--- config.mk ---
export PLATFORM = sky130hd
export DESIGN_NAME = rggen_native_initiator_flat
export DESIGN_NICKNAME = d
export VERILOG_FILES = /design/src/rtl/rggen_native_initiator_if.sv /design/src/rtl/rggen_native_initiator.sv /design/src/flat_wrapper.sv
export SDC_FILE = /design/constraint.sdc
export NUM_CORES = 1
export LEC_CHECK = 0
export ABC_CLOCK_PERIOD_IN_PS = 3140
export BUFFER_PORTS_ARGS = -buffer_cell sky130_fd_sc_hd__buf_2
export CORE_ASPECT_RATIO = 1.5
export CORE_UTILIZATION = 52
export CTS_BUF_LIST = sky130_fd_sc_hd__clkbuf_8
export CTS_CLUSTER_SIZE = 30
export DETAILED_ROUTE_END_ITERATION = 10
export GPL_TIMING_DRIVEN = 0
export PLACE_DENSITY = 0.91
export SETUP_SLACK_MARGIN = 0.1
export SYNTH_ARGS = -nofsm -noshare
export SYNTH_HDL_FRONTEND = slang
export SYNTH_SLANG_ARGS = --single-unit
--- constraint.sdc ---
create_clock -name i_clk -period 3.14 [get_ports i_clk]
set_input_delay 0.942 -clock i_clk [delete_from_list [all_inputs] [get_ports i_clk]]
set_output_delay 0.942 -clock i_clk [all_outputs]
set_load 0.02 [all_outputs]
--- src/rtl/rggen_native_initiator_if.sv ---
// Native register bus shared by the initiator and the register block.
// The initiator holds the request fields and valid; the block returns ready, status and read data.
interface rggen_bus_if #(
  parameter int ADDRESS_WIDTH = 8,
  parameter int BUS_WIDTH     = 32,
  parameter int STROBE_WIDTH  = BUS_WIDTH / 8
);
  logic                     valid;
  logic [1:0]               access;
  logic [ADDRESS_WIDTH-1:0] address;
  logic [BUS_WIDTH-1:0]     write_data;
  logic [STROBE_WIDTH-1:0]  strobe;
  logic                     ready;
  logic [1:0]               status;
  logic [BUS_WIDTH-1:0]     read_data;

  modport master (
    output valid, access, address, write_data, strobe,
    input  ready, status, read_data
  );

  modport slave (
    input  valid, access, address, write_data, strobe,
    output ready, status, read_data
  );
endinterface

--- src/rtl/rggen_native_initiator.sv ---
// Single-outstanding bridge from a valid/ready request/response pair onto the native register bus.
// Optional bus timeout is compiled in with RGGEN_NATIVE_INITIATOR_TIMEOUT_EN.
module rggen_native_initiator #(
  parameter int ADDRESS_WIDTH  = 8,
  parameter int BUS_WIDTH      = 32,
  parameter int STROBE_WIDTH   = BUS_WIDTH / 8,
  parameter int TIMEOUT_CYCLES = 64
)(
  input  logic                     i_clk,
  input  logic                     i_rst,
  input  logic                     i_req_valid,
  output logic                     o_req_ready,
  input  logic [1:0]               i_req_access,
  input  logic [ADDRESS_WIDTH-1:0] i_req_address,
  input  logic [BUS_WIDTH-1:0]     i_req_write_data,
  input  logic [STROBE_WIDTH-1:0]  i_req_strobe,
  output logic                     o_rsp_valid,
  input  logic                     i_rsp_ready,
  output logic [1:0]               o_rsp_status,
  output logic [BUS_WIDTH-1:0]     o_rsp_read_data,
  output logic                     o_busy,
  rggen_bus_if.master              csrbus_if
);

  typedef enum logic [1:0] {
    IDLE = 2'b00,
    BUS  = 2'b01,
    RESP = 2'b10
  } state_e;

  // Bit 0 of the access code marks every write flavour (write and posted write).
  localparam int         WRITE_BIT   = 0;
  localparam logic [1:0] STATUS_OKAY = 2'b00;

  if (TIMEOUT_CYCLES < 1) begin : g_timeout_cycles_check
    $error("TIMEOUT_CYCLES must be at least 1");
  end

  state_e                   state_r;
  logic                     req_ready_r;
  logic                     rsp_valid_r;
  logic                     busy_r;
  logic                     bus_valid_r;
  logic [1:0]               access_r;
  logic [ADDRESS_WIDTH-1:0] address_r;
  logic [BUS_WIDTH-1:0]     write_data_r;
  logic [STROBE_WIDTH-1:0]  strobe_r;
  logic [1:0]               rsp_status_r;
  logic [BUS_WIDTH-1:0]     rsp_read_data_r;

`ifdef RGGEN_NATIVE_INITIATOR_TIMEOUT_EN
  localparam int                     COUNT_WIDTH        = $clog2(TIMEOUT_CYCLES + 1);
  localparam logic [COUNT_WIDTH-1:0] TIMEOUT_LAST       = COUNT_WIDTH'(TIMEOUT_CYCLES - 1);
  localparam logic [1:0]             STATUS_SLAVE_ERROR = 2'b10;
  logic [COUNT_WIDTH-1:0]            timeout_count_r;
`endif

  // Transaction FSM; every externally visible signal is a register updated here.
  always_ff @(posedge i_clk) begin
    if (i_rst) begin
      state_r         <= IDLE;
      req_ready_r     <= 1'b1;
      rsp_valid_r     <= 1'b0;
      busy_r          <= 1'b0;
      bus_valid_r     <= 1'b0;
      access_r        <= 2'b00;
      address_r       <= {ADDRESS_WIDTH{1'b0}};
      write_data_r    <= {BUS_WIDTH{1'b0}};
      strobe_r        <= {STROBE_WIDTH{1'b0}};
      rsp_status_r    <= STATUS_OKAY;
      rsp_read_data_r <= {BUS_WIDTH{1'b0}};
`ifdef RGGEN_NATIVE_INITIATOR_TIMEOUT_EN
      timeout_count_r <= {COUNT_WIDTH{1'b0}};
`endif
    end else begin
      case (state_r)
        IDLE: begin
          if (i_req_valid) begin
            access_r     <= i_req_access;
            address_r    <= i_req_address;
            write_data_r <= i_req_write_data;
            strobe_r     <= i_req_strobe;
            req_ready_r  <= 1'b0;
            busy_r       <= 1'b1;
            bus_valid_r  <= 1'b1;
            state_r      <= BUS;
`ifdef RGGEN_NATIVE_INITIATOR_TIMEOUT_EN
            timeout_count_r <= {COUNT_WIDTH{1'b0}};
`endif
          end
        end
        BUS: begin
          // A ready arriving on the final counted cycle still completes normally.
          if (csrbus_if.ready) begin
            rsp_status_r    <= csrbus_if.status;
            rsp_read_data_r <= access_r[WRITE_BIT] ? {BUS_WIDTH{1'b0}} : csrbus_if.read_data;
            bus_valid_r     <= 1'b0;
            rsp_valid_r     <= 1'b1;
            state_r         <= RESP;
          end
`ifdef RGGEN_NATIVE_INITIATOR_TIMEOUT_EN
          else if (timeout_count_r == TIMEOUT_LAST) begin
            timeout_count_r <= timeout_count_r + COUNT_WIDTH'(1);
            rsp_status_r    <= STATUS_SLAVE_ERROR;
            rsp_read_data_r <= {BUS_WIDTH{1'b0}};
            bus_valid_r     <= 1'b0;
            rsp_valid_r     <= 1'b1;
            state_r         <= RESP;
          end else begin
            timeout_count_r <= timeout_count_r + COUNT_WIDTH'(1);
          end
`endif
        end
        RESP: begin
          if (i_rsp_ready) begin
            rsp_valid_r <= 1'b0;
            req_ready_r <= 1'b1;
            busy_r      <= 1'b0;
            state_r     <= IDLE;
          end
        end
        default: begin
          state_r     <= IDLE;
          req_ready_r <= 1'b1;
          rsp_valid_r <= 1'b0;
          busy_r      <= 1'b0;
          bus_valid_r <= 1'b0;
        end
      endcase
    end
  end

  assign o_req_ready     = req_ready_r;
  assign o_rsp_valid     = rsp_valid_r;
  assign o_rsp_status    = rsp_status_r;
  assign o_rsp_read_data = rsp_read_data_r;
  assign o_busy          = busy_r;

  // Request fields are masked whenever valid is low so stale contents never leak onto the bus.
  assign csrbus_if.valid      = bus_valid_r;
  assign csrbus_if.access     = bus_valid_r ? access_r     : 2'b00;
  assign csrbus_if.address    = bus_valid_r ? address_r    : {ADDRESS_WIDTH{1'b0}};
  assign csrbus_if.write_data = bus_valid_r ? write_data_r : {BUS_WIDTH{1'b0}};
  assign csrbus_if.strobe     = bus_valid_r ? strobe_r     : {STROBE_WIDTH{1'b0}};

endmodule

--- src/flat_wrapper.sv ---
// flat-port wrapper written by rule: the top's interface ports become plain ports
module rggen_native_initiator_flat 
#(
  parameter int ADDRESS_WIDTH  = 8,
  parameter int BUS_WIDTH      = 32,
  parameter int STROBE_WIDTH   = BUS_WIDTH / 8,
  parameter int TIMEOUT_CYCLES = 64
)
  (i_clk, i_rst, i_req_valid, o_req_ready, i_req_access, i_req_address, i_req_write_data, i_req_strobe, o_rsp_valid, i_rsp_ready, o_rsp_status, o_rsp_read_data, o_busy, csrbus_if_valid, csrbus_if_access, csrbus_if_address, csrbus_if_write_data, csrbus_if_strobe, csrbus_if_ready, csrbus_if_status, csrbus_if_read_data);
  rggen_bus_if #(.ADDRESS_WIDTH(ADDRESS_WIDTH), .BUS_WIDTH(BUS_WIDTH), .STROBE_WIDTH(STROBE_WIDTH)) csrbus_if_i ();
  input  logic i_clk;
  input  logic i_rst;
  input  logic i_req_valid;
  output logic o_req_ready;
  input  logic [1:0] i_req_access;
  input  logic [ADDRESS_WIDTH-1:0] i_req_address;
  input  logic [BUS_WIDTH-1:0] i_req_write_data;
  input  logic [STROBE_WIDTH-1:0] i_req_strobe;
  output logic o_rsp_valid;
  input  logic i_rsp_ready;
  output logic [1:0] o_rsp_status;
  output logic [BUS_WIDTH-1:0] o_rsp_read_data;
  output logic o_busy;
  output wire logic [$bits(csrbus_if_i.valid)-1:0] csrbus_if_valid;
  output wire logic [$bits(csrbus_if_i.access)-1:0] csrbus_if_access;
  output wire logic [$bits(csrbus_if_i.address)-1:0] csrbus_if_address;
  output wire logic [$bits(csrbus_if_i.write_data)-1:0] csrbus_if_write_data;
  output wire logic [$bits(csrbus_if_i.strobe)-1:0] csrbus_if_strobe;
  input wire logic [$bits(csrbus_if_i.ready)-1:0] csrbus_if_ready;
  input wire logic [$bits(csrbus_if_i.status)-1:0] csrbus_if_status;
  input wire logic [$bits(csrbus_if_i.read_data)-1:0] csrbus_if_read_data;
  assign csrbus_if_valid = csrbus_if_i.valid;
  assign csrbus_if_access = csrbus_if_i.access;
  assign csrbus_if_address = csrbus_if_i.address;
  assign csrbus_if_write_data = csrbus_if_i.write_data;
  assign csrbus_if_strobe = csrbus_if_i.strobe;
  assign csrbus_if_i.ready = csrbus_if_ready;
  assign csrbus_if_i.status = csrbus_if_status;
  assign csrbus_if_i.read_data = csrbus_if_read_data;
  rggen_native_initiator #(.ADDRESS_WIDTH(ADDRESS_WIDTH), .BUS_WIDTH(BUS_WIDTH), .STROBE_WIDTH(STROBE_WIDTH), .TIMEOUT_CYCLES(TIMEOUT_CYCLES)) u_core (.i_clk(i_clk), .i_rst(i_rst), .i_req_valid(i_req_valid), .o_req_ready(o_req_ready), .i_req_access(i_req_access), .i_req_address(i_req_address), .i_req_write_data(i_req_write_data), .i_req_strobe(i_req_strobe), .o_rsp_valid(o_rsp_valid), .i_rsp_ready(i_rsp_ready), .o_rsp_status(o_rsp_status), .o_rsp_read_data(o_rsp_read_data), .o_busy(o_busy), .csrbus_if(csrbus_if_i));
endmodule
Word level (Yosys, flattened, before mapping)

Index checks and enable logic that the tools add are counted.

Bits in registers: 86
Output and inout bits: 84

Equality and inequality tests: 5
Mux-type cells: 19
Bitwise operators: 3
Reduce and logical (&&, ||, !) cells: 7

Operators with widths:

| operator             | number |
|---|---|
| $mux W32             | 2 |
| $pmux W1 S3          | 4 |
| $reduce_and A3 Y1    | 4 |
| $mux W2              | 4 |
| $mux W8              | 1 |
| $mux W1              | 6 |
| $ne A2 B2 Y1 const B | 3 |
| $pmux W2 S3          | 1 |
| $mux W4              | 1 |
| $reduce_and A2 Y1    | 2 |
| $not A1 Y1           | 3 |
| $eq A2 B1 Y1 const B | 1 |
| $eq A2 B2 Y1 const B | 1 |
| $logic_not A2 Y1     | 1 |

Longest topological paths before layout

Gate-level depths: netlist (run 1).

Depth in word-level cells: 3
Gate-level depth with buffers: 6
Gate-level depth less buffers: 3

Least setup slack after synthesis (run 1)

No wires, ideal clock.

Path kind: flip-flop to output port
From: reg u_core.bus_valid_r (netlist: u_core.csrbus_if.valid)
To: out csrbus_if_access[0]
Data arrival time: 1.142 ns
Data required time: 2.198 ns
Setup slack: 1.056 ns
Cell stages (with the launch flop): 4
Path buffers: 2
Cell sequence: dfxtp_1 > clkbuf_1 > clkbuf_1 > and2_1

Word-level cells in the longest chain between the ends: 1

Ends and longest elaborated chain:

| item                     | RTL line                      | text |
|---|---|---|
| start: declaration       | rggen_native_initiator.sv:43  | `logic bus_valid_r;` |
| start signal: assignment | rggen_native_initiator.sv:65  | `bus_valid_r <= 1'b0;` |
| start signal: assignment | rggen_native_initiator.sv:85  | `bus_valid_r <= 1'b1;` |
| start signal: assignment | rggen_native_initiator.sv:97  | `bus_valid_r <= 1'b0;` |
| $mux W2                  | rggen_native_initiator.sv:141 | `assign csrbus_if.access = bus_valid_r ? access_r : 2'b00;` |
| end: declaration         | flat_wrapper.sv:25            | `output wire logic [$bits(csrbus_if_i.access)-1:0] csrbus_if_access;` |

Every way passes these cells.

Final worst setup path (run 1)

From: reg u_core.bus_valid_r (netlist: u_core.csrbus_if.valid)
To: out csrbus_if_write_data[26]

Word-level cells in the longest chain between the ends: 1

Ends and longest elaborated chain:

| item             | RTL line                      | text |
|---|---|---|
| $mux W32         | rggen_native_initiator.sv:143 | `assign csrbus_if.write_data = bus_valid_r ? write_data_r : {BUS_WIDTH{1'b0}};` |
| end: declaration | flat_wrapper.sv:27            | `output wire logic [$bits(csrbus_if_i.write_data)-1:0] csrbus_if_write_data;` |

Every way passes these cells.

==> results.json, run 1 <==
{
  "status": "completed",
  "grt_use_total": 0.248,
  "synth.most_common_cell": "nand2_1",
  "worstHoldPathType": "flip-flop to flip-flop",
  "die-area_mm2": 0.00718,
  "core-area_mm2": 0.00653,
  "arrival_ps": 1740,
  "drc": 0,
  "portBuffers": 167,
  "vias": 3454,
  "grt_pass1_vias": 3300,
  "slew_violations": 0,
  "skew_ps": 6.38,
  "first_pass_iters": 4,
  "num_io_pins": 169,
  "drt_iter0_markers": 144,
  "worstSkewPairLatency_ps": 350,
  "endpoint_kind": "output pin",
  "maxCapViolations": 0,
  "reg2reg_slack_ps": 1740,
  "yosysSeqAreaShare": 0.485,
  "power.density_mw_per_mm2": 499,
  "wl_mm": 8.94,
  "synthCells": 431,
  "cts_root_buf": "clkbuf_8",
  "antenna_found_initial": 0,
  "worst_setup_path_start_kind": "flip-flop",
  "p_leak_nw": 2.17,
  "h-tree-depth": 3,
  "async_reset_ff_frac": 0,
  "synthTopCellsByArea": "dfxtp_1 48%, nand2_1 13%, a21oi_1 10%",
  "drive_gt1_frac": 0.356,
  "critPathKind": "flip-flop to output pin",
  "synth_cell_types": 21,
  "cts_sinks": 86,
  "clk_path_buf_depth": 2,
  "nNetsFinal": 694,
  "hold_viol_final": 0,
  "globalplace.congestion": 0.785,
  "ir_drop_mv": 0.347,
  "placedCellCount": 674,
  "final.min_clock_period_ps": 2680,
  "die_w_um": 69.5,
  "cts_buffers": 9,
  "cts_tree": "done",
  "worst_ep_required_time_ps": 2200,
  "ant_nets": 0,
  "layout.cells.non_filler": 688,
  "dp_hpwl_mm": 6.71,
  "synth_top_area_frac": 0.485,
  "final.period_utilization": 0.853,
  "grt_max_degree": 13,
  "cts_setup_buffers": 0,
  "synth_flop_cell": "dfxtp_1",
  "synth.ff_latch_count": 86,
  "syn2layout_area_growth_pct": 31.5,
  "avgSynthCellArea_um2": 8.24,
  "crit_chain": "clkbuf_1, clkbuf_1, and2_1, buf_2",
  "fmax_mhz": 373,
  "grt_pass1_wl_mm": 14.2,
  "cpMaxStageDelayCell": "dfxtp_1",
  "start_util": 0.544,
  "fillers": 525,
  "path_clk_slew_ps": 80,
  "synth_top_area_cell": "dfxtp_1",
  "grt-ovfl-total": 0,
  "n_antenna_cell": 0,
  "avgRoutedWirePerCell_um": 13.0,
  "netlist_area_mm2": 0.00355,
  "rsz0062_at_grt": "no",
  "synth_commonest_cells": "119 x nand2_1, 86 x dfxtp_1, 74 x a21oi_1",
  "tightest_slew_ps": 621,
  "tns_ps": 0,
  "critPathMaxStageDelay_ps": 340,
  "row_count": 36,
  "ctsResizeCount": 0,
  "yosys_warnings": 0,
  "synth_nets": 516,
  "slew_headroom": 0.586,
  "cpMostUsedCell": "clkbuf_1",
  "setup_violations": 0,
  "cts_hold_buf": 0,
  "synth_edf_count": 0,
  "die_y_um": 103,
  "via_per_inst": 5.02,
  "cp_max_fo": 10
}
==> layout make-up <==
class	instances	area [um2]	area share
Clock buffer	11	151	0.0324
Clock inverter	3	37.5	0.00803
Tap cell	76	95.1	0.0203
Sequential cell	86	1720	0.368
Buffer	36	223	0.0477
Timing Repair Buffer	167	836	0.179
Multi-Input combinational cell	309	1610	0.344
==> through the flow <==
step	util	instance area [um2]	power, mW	setup slack, ps	hold WS [ps]
finish	0.716	4670	2.33	460	451
detailed placement	0.687	4480	1.60	802	442
CTS	0.716	4670	2.35	407	452
global route	0.716	4670	2.43	311	467
global placement	0.687	4480	1.59	842	435
floorplan	-	3550	1.45	1060	432
==> state kept, by name, indices dropped and copies added (netlist names) <==
register                count
u_core.access_r             2
u_core.address_r            8
u_core.csrbus_if.valid      1
u_core.o_busy               1
u_core.o_req_ready          1
u_core.o_rsp_read_data     32
u_core.o_rsp_status         2
u_core.o_rsp_valid          1
u_core.state_r              2
u_core.strobe_r             4
u_core.write_data_r        32
==> metal layers <==
| layer | wire length [um] | vias up | global-route usage |
|---|---|---|---|
| met5 | 0 | - | 0 |
| met2 | 4670 | 121 | 0.450 |
| met4 | 163 | 0 | 0.118 |
| met1 | 3520 | 1566 | 0.270 |
| li1 | - | 1754 | - |
| met3 | 591 | 13 | 0.0640 |
==> final timing paths <==
kind,from,endpoint,cells past startpoint
worst max register to register,u_core.state_r[1],u_core.address_r[7],5
worst min register to register,u_core.o_rsp_read_data[5],u_core.o_rsp_read_data[5],2
worst min-delay path,u_core.o_rsp_read_data[5],u_core.o_rsp_read_data[5],2
worst max-delay path,u_core.csrbus_if.valid,csrbus_if_write_data[26],4
==> power breakdown <==
| part | total, mW | internal (mW) | switching [mW] |
|---|---|---|---|
| Clock | 0.756 | 0.397 | 0.359 |
| Sequential | 1.19 | 1.15 | 0.0332 |
| Combinational | 0.387 | 0.160 | 0.227 |
| Total | 2.33 | 1.71 | 0.619 |
==> logic make-up (layout without fill, tap and decap cells) <==
family,Yosys count,in the layout,synth area share
AND/OR/NAND/NOR,221,221,0.316
AO/OA/AOI/OAI,88,88,0.137
flip-flops,86,86,0.485
buffers and inverters,36,217,0.0627
==> worst max-delay path: cells and delay by family, from the launching register on <==
kind                   cells  cell delay (ps)
DFF                        1              340
and+or+nand+nor            1              200
buffers and inverters      3              830
==> layout by cell type (no fill, tap or decap), types with 2 or more instances in the layout <==
cell type	count
nor2_1	6
a21oi_2	10
nand3b_1	34
nand2_1	119
buf_2	171
clkbuf_1	18
inv_1	2
clkbuf_8	11
and2_1	46
o21ai_0	2
buf_4	6
nand2_2	10
dfxtp_1	86
a21oi_1	74
buf_6	8
No activity file was read; power rests on OpenSTA's default activity.
==> run 2, diff against run 1 <==
--- a/config.mk
+++ b/config.mk
@@ -5,15 +5,15 @@
 export SDC_FILE = /design/constraint.sdc
 export NUM_CORES = 1
 export LEC_CHECK = 0
-export ABC_CLOCK_PERIOD_IN_PS = 3140
+export ABC_CLOCK_PERIOD_IN_PS = 2700
 export BUFFER_PORTS_ARGS = -buffer_cell sky130_fd_sc_hd__buf_2
 export CORE_ASPECT_RATIO = 1.5
-export CORE_UTILIZATION = 52
+export CORE_UTILIZATION = 48
 export CTS_BUF_LIST = sky130_fd_sc_hd__clkbuf_8
 export CTS_CLUSTER_SIZE = 30
 export DETAILED_ROUTE_END_ITERATION = 10
 export GPL_TIMING_DRIVEN = 0
-export PLACE_DENSITY = 0.91
+export PLACE_DENSITY = 0.85
 export SETUP_SLACK_MARGIN = 0.1
 export SYNTH_ARGS = -nofsm -noshare
 export SYNTH_HDL_FRONTEND = slang
==> constraint.sdc (replaced) <==
create_clock -name i_clk -period 2.7 [get_ports i_clk]
set_input_delay 0.81 -clock i_clk [delete_from_list [all_inputs] [get_ports i_clk]]
set_output_delay 0.81 -clock i_clk [all_outputs]
set_load 0.02 [all_outputs]
==> run 2 against run 1 <==
Clock power grew 36%. Via count rose by 0.43%. Global-route usage decreased by 1.1 points. Final cell count is 3.8% higher. Register-to-register slack lost 450 ps. Power is 23% higher. Core utilization decreased by 5.4 points. Largest power group unchanged. Sequential power grew 16%. Sequential share of layout area fell by 0.58 points. First-iteration DRC count up 4.2%. Final area is 1.6% higher. Flip-flop and latch count is the same.
==> results.json, run 2 (synthesized netlist as in run 1, its figures left out) <==
{
  "worst_setup_path_start_kind": "flip-flop",
  "crit_start": "u_core.csrbus_if.valid",
  "hold_viol_final": 0,
  "final.min_clock_period_ps": 2450,
  "n_antenna_cell": 0,
  "start_util": 0.495,
  "critPathKind": "flip-flop to output pin",
  "cts_root_buf": "clkbuf_8",
  "cpMaxStageDelayCell": "dfxtp_1",
  "crit_cells": 4,
  "die-area_mm2": 0.00776,
  "first_pass_iters": 4,
  "crit_buf_inv": 3,
  "seq_area_mm2": 0.00172,
  "dp_hpwl_mm": 6.73,
  "grt_max_degree": 15,
  "skew_ps": 8.15,
  "drive_gt1_frac": 0.363,
  "grt-ovfl-total": 0,
  "core-area_mm2": 0.00718,
  "die_y_um": 107,
  "cts_sinks": 86,
  "cts_buffers": 9,
  "cts_tree": "done",
  "via_per_inst": 4.86,
  "crit_chain": "clkbuf_2, clkbuf_1, and2_1, buf_2",
  "nNetsFinal": 694,
  "p_leak_nw": 2.19,
  "drt_iter0_markers": 150,
  "num_io_pins": 169,
  "cts_setup_buffers": 0,
  "fmax_mhz": 409,
  "hold_start": "u_core.o_rsp_read_data[8]",
  "drc": 0,
  "slew_violations": 0,
  "final_cell_mix": "171 x buf_2, 119 x nand2_1, 86 x dfxtp_1, 74 x a21oi_1, 46 x and2_1",
  "final.period_utilization": 0.906,
  "worst_ep_required_time_ps": 1890,
  "status": "completed",
  "placed_area_mm2": 0.00451,
  "critPathMaxStageDelay_ps": 360,
  "path_delay_family": "buffers and inverters",
  "power.density_mw_per_mm2": 602,
  "endpoint_kind": "output pin",
  "ir_drop_mv": 0.423,
  "rsz0062_at_grt": "no",
  "cp_max_fo": 10,
  "clk_path_buf_depth": 2,
  "ant_nets": 0,
  "grt_pass1_wl_mm": 14.4,
  "vias": 3469,
  "avgRoutedWirePerCell_um": 12.6,
  "maxCapViolations": 0,
  "fin_area_mm2": 0.00475,
  "syn2layout_area_growth_pct": 33.6,
  "die_w_um": 72.3,
  "antenna_found_initial": 0,
  "worstSkewPairLatency_ps": 360,
  "portBuffers": 167,
  "fillers": 612,
  "final_common_cell": "buf_2",
  "cts_hold_buf": 0,
  "row_count": 38,
  "grt_use_total": 0.237,
  "setup_violations": 0,
  "grt_pass1_vias": 3290,
  "multi_input_area_mm2": 0.00161,
  "tns_ps": 0,
  "globalplace.congestion": 0.717,
  "path_clk_slew_ps": 80,
  "worst_hold_path.num_cells": 2,
  "r2r-start": "u_core.state_r[0]",
  "rr_worst_depth": 5,
  "h-tree-depth": 3,
  "wl_mm": 8.97,
  "tightest_slew_ps": 595,
  "slew_headroom": 0.604,
  "worstHoldPathType": "flip-flop to flip-flop",
  "arrival_ps": 1640
}
run 2: cell count changes in the layout (fill, tap and decap cells not counted), sizes merged:
cell,previous run,this run
clkinv,0,2
inv,2,0
buf,185,186
bufinv,1,2
clkbuf,29,28
clkinvlp,0,1
run 2: cell type report:
type                       count  share of cell area
multi-input combinational    309               0.339
sequential                    86               0.363
timing repair buffer         167               0.176
buffer                        36              0.0472
clock buffer                  11              0.0319
tap                          100              0.0264
clock inverter                 5              0.0171
run 2: through the flow:
| step | hold slack, ps | instances | util | total power [mW] | setup slack, ps |
|---|---|---|---|---|---|
| final | 451 | 714 | 0.661 | 2.86 | 253 |
| after global routing | 466 | 714 | 0.661 | 2.98 | 140 |
| after CTS | 453 | 714 | 0.661 | 2.88 | 138 |
| after detailed placement | 442 | 698 | 0.629 | 1.86 | 546 |
| after global placement | 436 | 698 | 0.629 | 1.85 | 570 |
| after floorplan | 432 | 431 | - | 1.69 | 748 |
run 2: final timing paths:
path	to	slack, ps
max reg2reg	u_core.write_data_r[7]	1290
min	u_core.o_rsp_read_data[8]	450
max	csrbus_if_write_data[21]	250
min reg2reg	u_core.o_rsp_read_data[8]	450
run 2: layer usage:
| metal | part of all wire | vias up | track usage |
|---|---|---|---|
| li1 | - | 1756 | - |
| met1 | 0.40 | 1579 | 0.261 |
| met2 | 0.51 | 119 | 0.414 |
| met3 | 0.065 | 15 | 0.0571 |
| met4 | 0.024 | 0 | 0.122 |
| met5 | 0 | - | 0 |
run 2: repair_timing:
| action | 4_1_cts | 5_1_grt |
|---|---|---|
| endpoints found under the hold margin | 0 | 0 |
| resized for setup | 0 | 3 |
| setup endpoints to repair | 0 | 30 |
run 2: where the power goes:
| part | switching, mW | internal (mW) | leakage (nW) |
|---|---|---|---|
| logic | 0.265 | 0.186 | 1.37 |
| clock network | 0.456 | 0.571 | 0.116 |
| registers | 0.0383 | 1.34 | 0.703 |
| total | 0.759 | 2.10 | 2.19 |
run 2: worst min-delay path: cells and delay by family, from the launching register on:
kind | cells | cell delay, ps
flip-flops | 1 | 310
AND/OR/NAND/NOR | 1 | 50
AO/OA/AOI/OAI | 1 | 50
==> run 3, diff against run 2 <==
==> constraint.sdc (replaced) <==
create_clock -name i_clk -period 2.7 [get_ports i_clk]
set_input_delay 0.81 -clock i_clk [delete_from_list [all_inputs] [get_ports i_clk]]
set_output_delay 0.81 -clock i_clk [all_outputs]
set_load 0.1 [all_outputs]
==> run 3 against run 2 <==
Sequential power barely moved. Combinational power rose by 63%. First-iteration DRC count fell by 48%. Core utilization rose by 1.0 points. Worst hold slack barely moved. Critical path depth fell by 1. Power rose by 3.0%. Die area did not move. Clock skew rose by 3.3 ps.
==> results.json, run 3 (synthesized netlist as in run 1, its figures left out) <==
{
  "fin_ws_ps": 274,
  "path_clk_slew_ps": 80,
  "grt-ovfl-total": 0,
  "swShare": 0.340,
  "worst_ep_required_time_ps": 1890,
  "grt_pass1_wl_mm": 14.6,
  "drc": 0,
  "internal-power_mw": 1.94,
  "setup_violations": 0,
  "cts_buffers": 9,
  "cts_sinks": 86,
  "critPathKind": "flip-flop to output pin",
  "tns_ps": 0,
  "cts_root_buf": "clkbuf_8",
  "fillers": 621,
  "power_frac_comb": 0.250,
  "power.total_mw": 2.95,
  "row_count": 38,
  "path_delay_family": "buffers and inverters",
  "die-area_mm2": 0.00776,
  "die_y_um": 107,
  "reg2reg_slack_ps": 1300,
  "slew_headroom": 0.602,
  "antenna_found_initial": 0,
  "slew_violations": 0,
  "power_frac_seq": 0.469,
  "globalplace.congestion": 0.722,
  "skew_ps": 11.5,
  "critPathMaxStageDelay_ps": 430,
  "hold_viol_final": 0,
  "dp_hpwl_mm": 6.86,
  "cts_setup_buffers": 0,
  "tightest_slew_ps": 597,
  "rsz0062_at_grt": "no",
  "start_util": 0.495,
  "drive_gt1_frac": 0.419,
  "maxCapViolations": 0,
  "num_io_pins": 169,
  "avgRoutedWirePerCell_um": 12.8,
  "drt_iter0_markers": 78,
  "final.period_utilization": 0.899,
  "cp_max_fo": 10,
  "syn2layout_area_growth_pct": 35.7,
  "n_antenna_cell": 0,
  "crit_chain": "clkbuf_1, and2_1, buf_2",
  "grt_use_total": 0.238,
  "status": "completed",
  "p_leak_nw": 2.20,
  "grt_max_degree": 14,
  "worstHoldPathType": "flip-flop to flip-flop",
  "endpoint_kind": "output pin",
  "ant_nets": 0,
  "final.min_clock_period_ps": 2430,
  "portBuffers": 167,
  "h-tree-depth": 3,
  "nNetsFinal": 694,
  "worst_setup_path_start_kind": "flip-flop",
  "worstSkewPairLatency_ps": 340,
  "power.share.clock": 0.281,
  "pre_cts_ws_ps": 261,
  "ir_drop_mv": 0.576,
  "cpMaxStageDelayCell": "buf_2",
  "first_pass_iters": 4,
  "crit_buf_inv": 2,
  "power_switching_mw": 1.00,
  "vias": 3465,
  "cts_tree": "done",
  "final_common_cell": "buf_2",
  "fmax_mhz": 412,
  "clk_path_buf_depth": 2,
  "core-area_mm2": 0.00718,
  "die_w_um": 72.3,
  "wl_mm": 9.15,
  "power.density_mw_per_mm2": 611,
  "via_per_inst": 4.85,
  "grt_pass1_vias": 3358,
  "final_cell_mix": "141 x buf_2, 119 x nand2_1, 85 x dfxtp_1, 74 x a21oi_1, 36 x buf_4",
  "arrival_ps": 1620
}
## run 3: cell types whose count changed in the layout (fill, tap and decap cells not counted), sizes merged
cell    delta
bufinv     -2
inv        +1
clkbuf     +2
buf        -1
## run 3: final timing paths
kind | depth (start not counted) | end | startpoint
setup / recovery | 3 | csrbus_if_write_data[1] | u_core.csrbus_if.valid
hold / removal | 2 | u_core.o_rsp_read_data[11] | u_core.o_rsp_read_data[11]
setup reg to reg | 5 | u_core.write_data_r[5] | u_core.state_r[0]
hold reg to reg | 2 | u_core.o_rsp_read_data[11] | u_core.o_rsp_read_data[11]
## run 3: through the flow
step / instance area (um2) / cells / hold WS (ps) / util
3_3_place_gp: 4550 / 698 / 436 / 0.634
5_1_grt: 4820 / 714 / 469 / 0.671
2_1_floorplan: 3590 / 431 / 432 / -
6_report: 4820 / 714 / 451 / 0.671
4_1_cts: 4820 / 714 / 453 / 0.671
3_5_place_dp: 4550 / 698 / 442 / 0.634
## run 3: area by class of cell
cell class	count	area, um2	area share
Buffer	36	228	0.0472
Sequential cell	86	1720	0.357
Clock inverter	4	21.3	0.00441
Tap cell	100	125	0.0260
Clock buffer	12	165	0.0343
Timing Repair Buffer	167	911	0.189
Multi-Input combinational cell	309	1650	0.342
## run 3: power by group through the flow
stage               logic (mW)  registers [mW]  clock network, mW
floorplan                0.371            1.60                  0
global placement         0.717            1.41                  0
detailed placement       0.727            1.41                  0
CTS                      0.737            1.38              0.859
global route             0.782            1.39              0.903
finish                   0.736            1.38              0.828
## run 3: routing by layer
| metal | share of wire | vias to the layer above | GRT usage |
|---|---|---|---|
| met3 | 0.070 | 12 | 0.0749 |
| li1 | - | 1752 | - |
| met1 | 0.39 | 1585 | 0.243 |
| met2 | 0.52 | 116 | 0.440 |
| met4 | 0.014 | 0 | 0.0882 |
| met5 | 0 | - | 0 |
## run 3: timing repair
action / 4_1_cts / 5_1_grt
gates resized for setup: 31 / 6
setup endpoints to repair: 30 / 30
hold buffers: 0 / 0
pin swaps: 0 / 0
## run 3: worst min-delay path, cell delays in order, from the launching register on
cell	delay, ps
dfxtp_1	310
nand2_1	50
a21oi_1	50
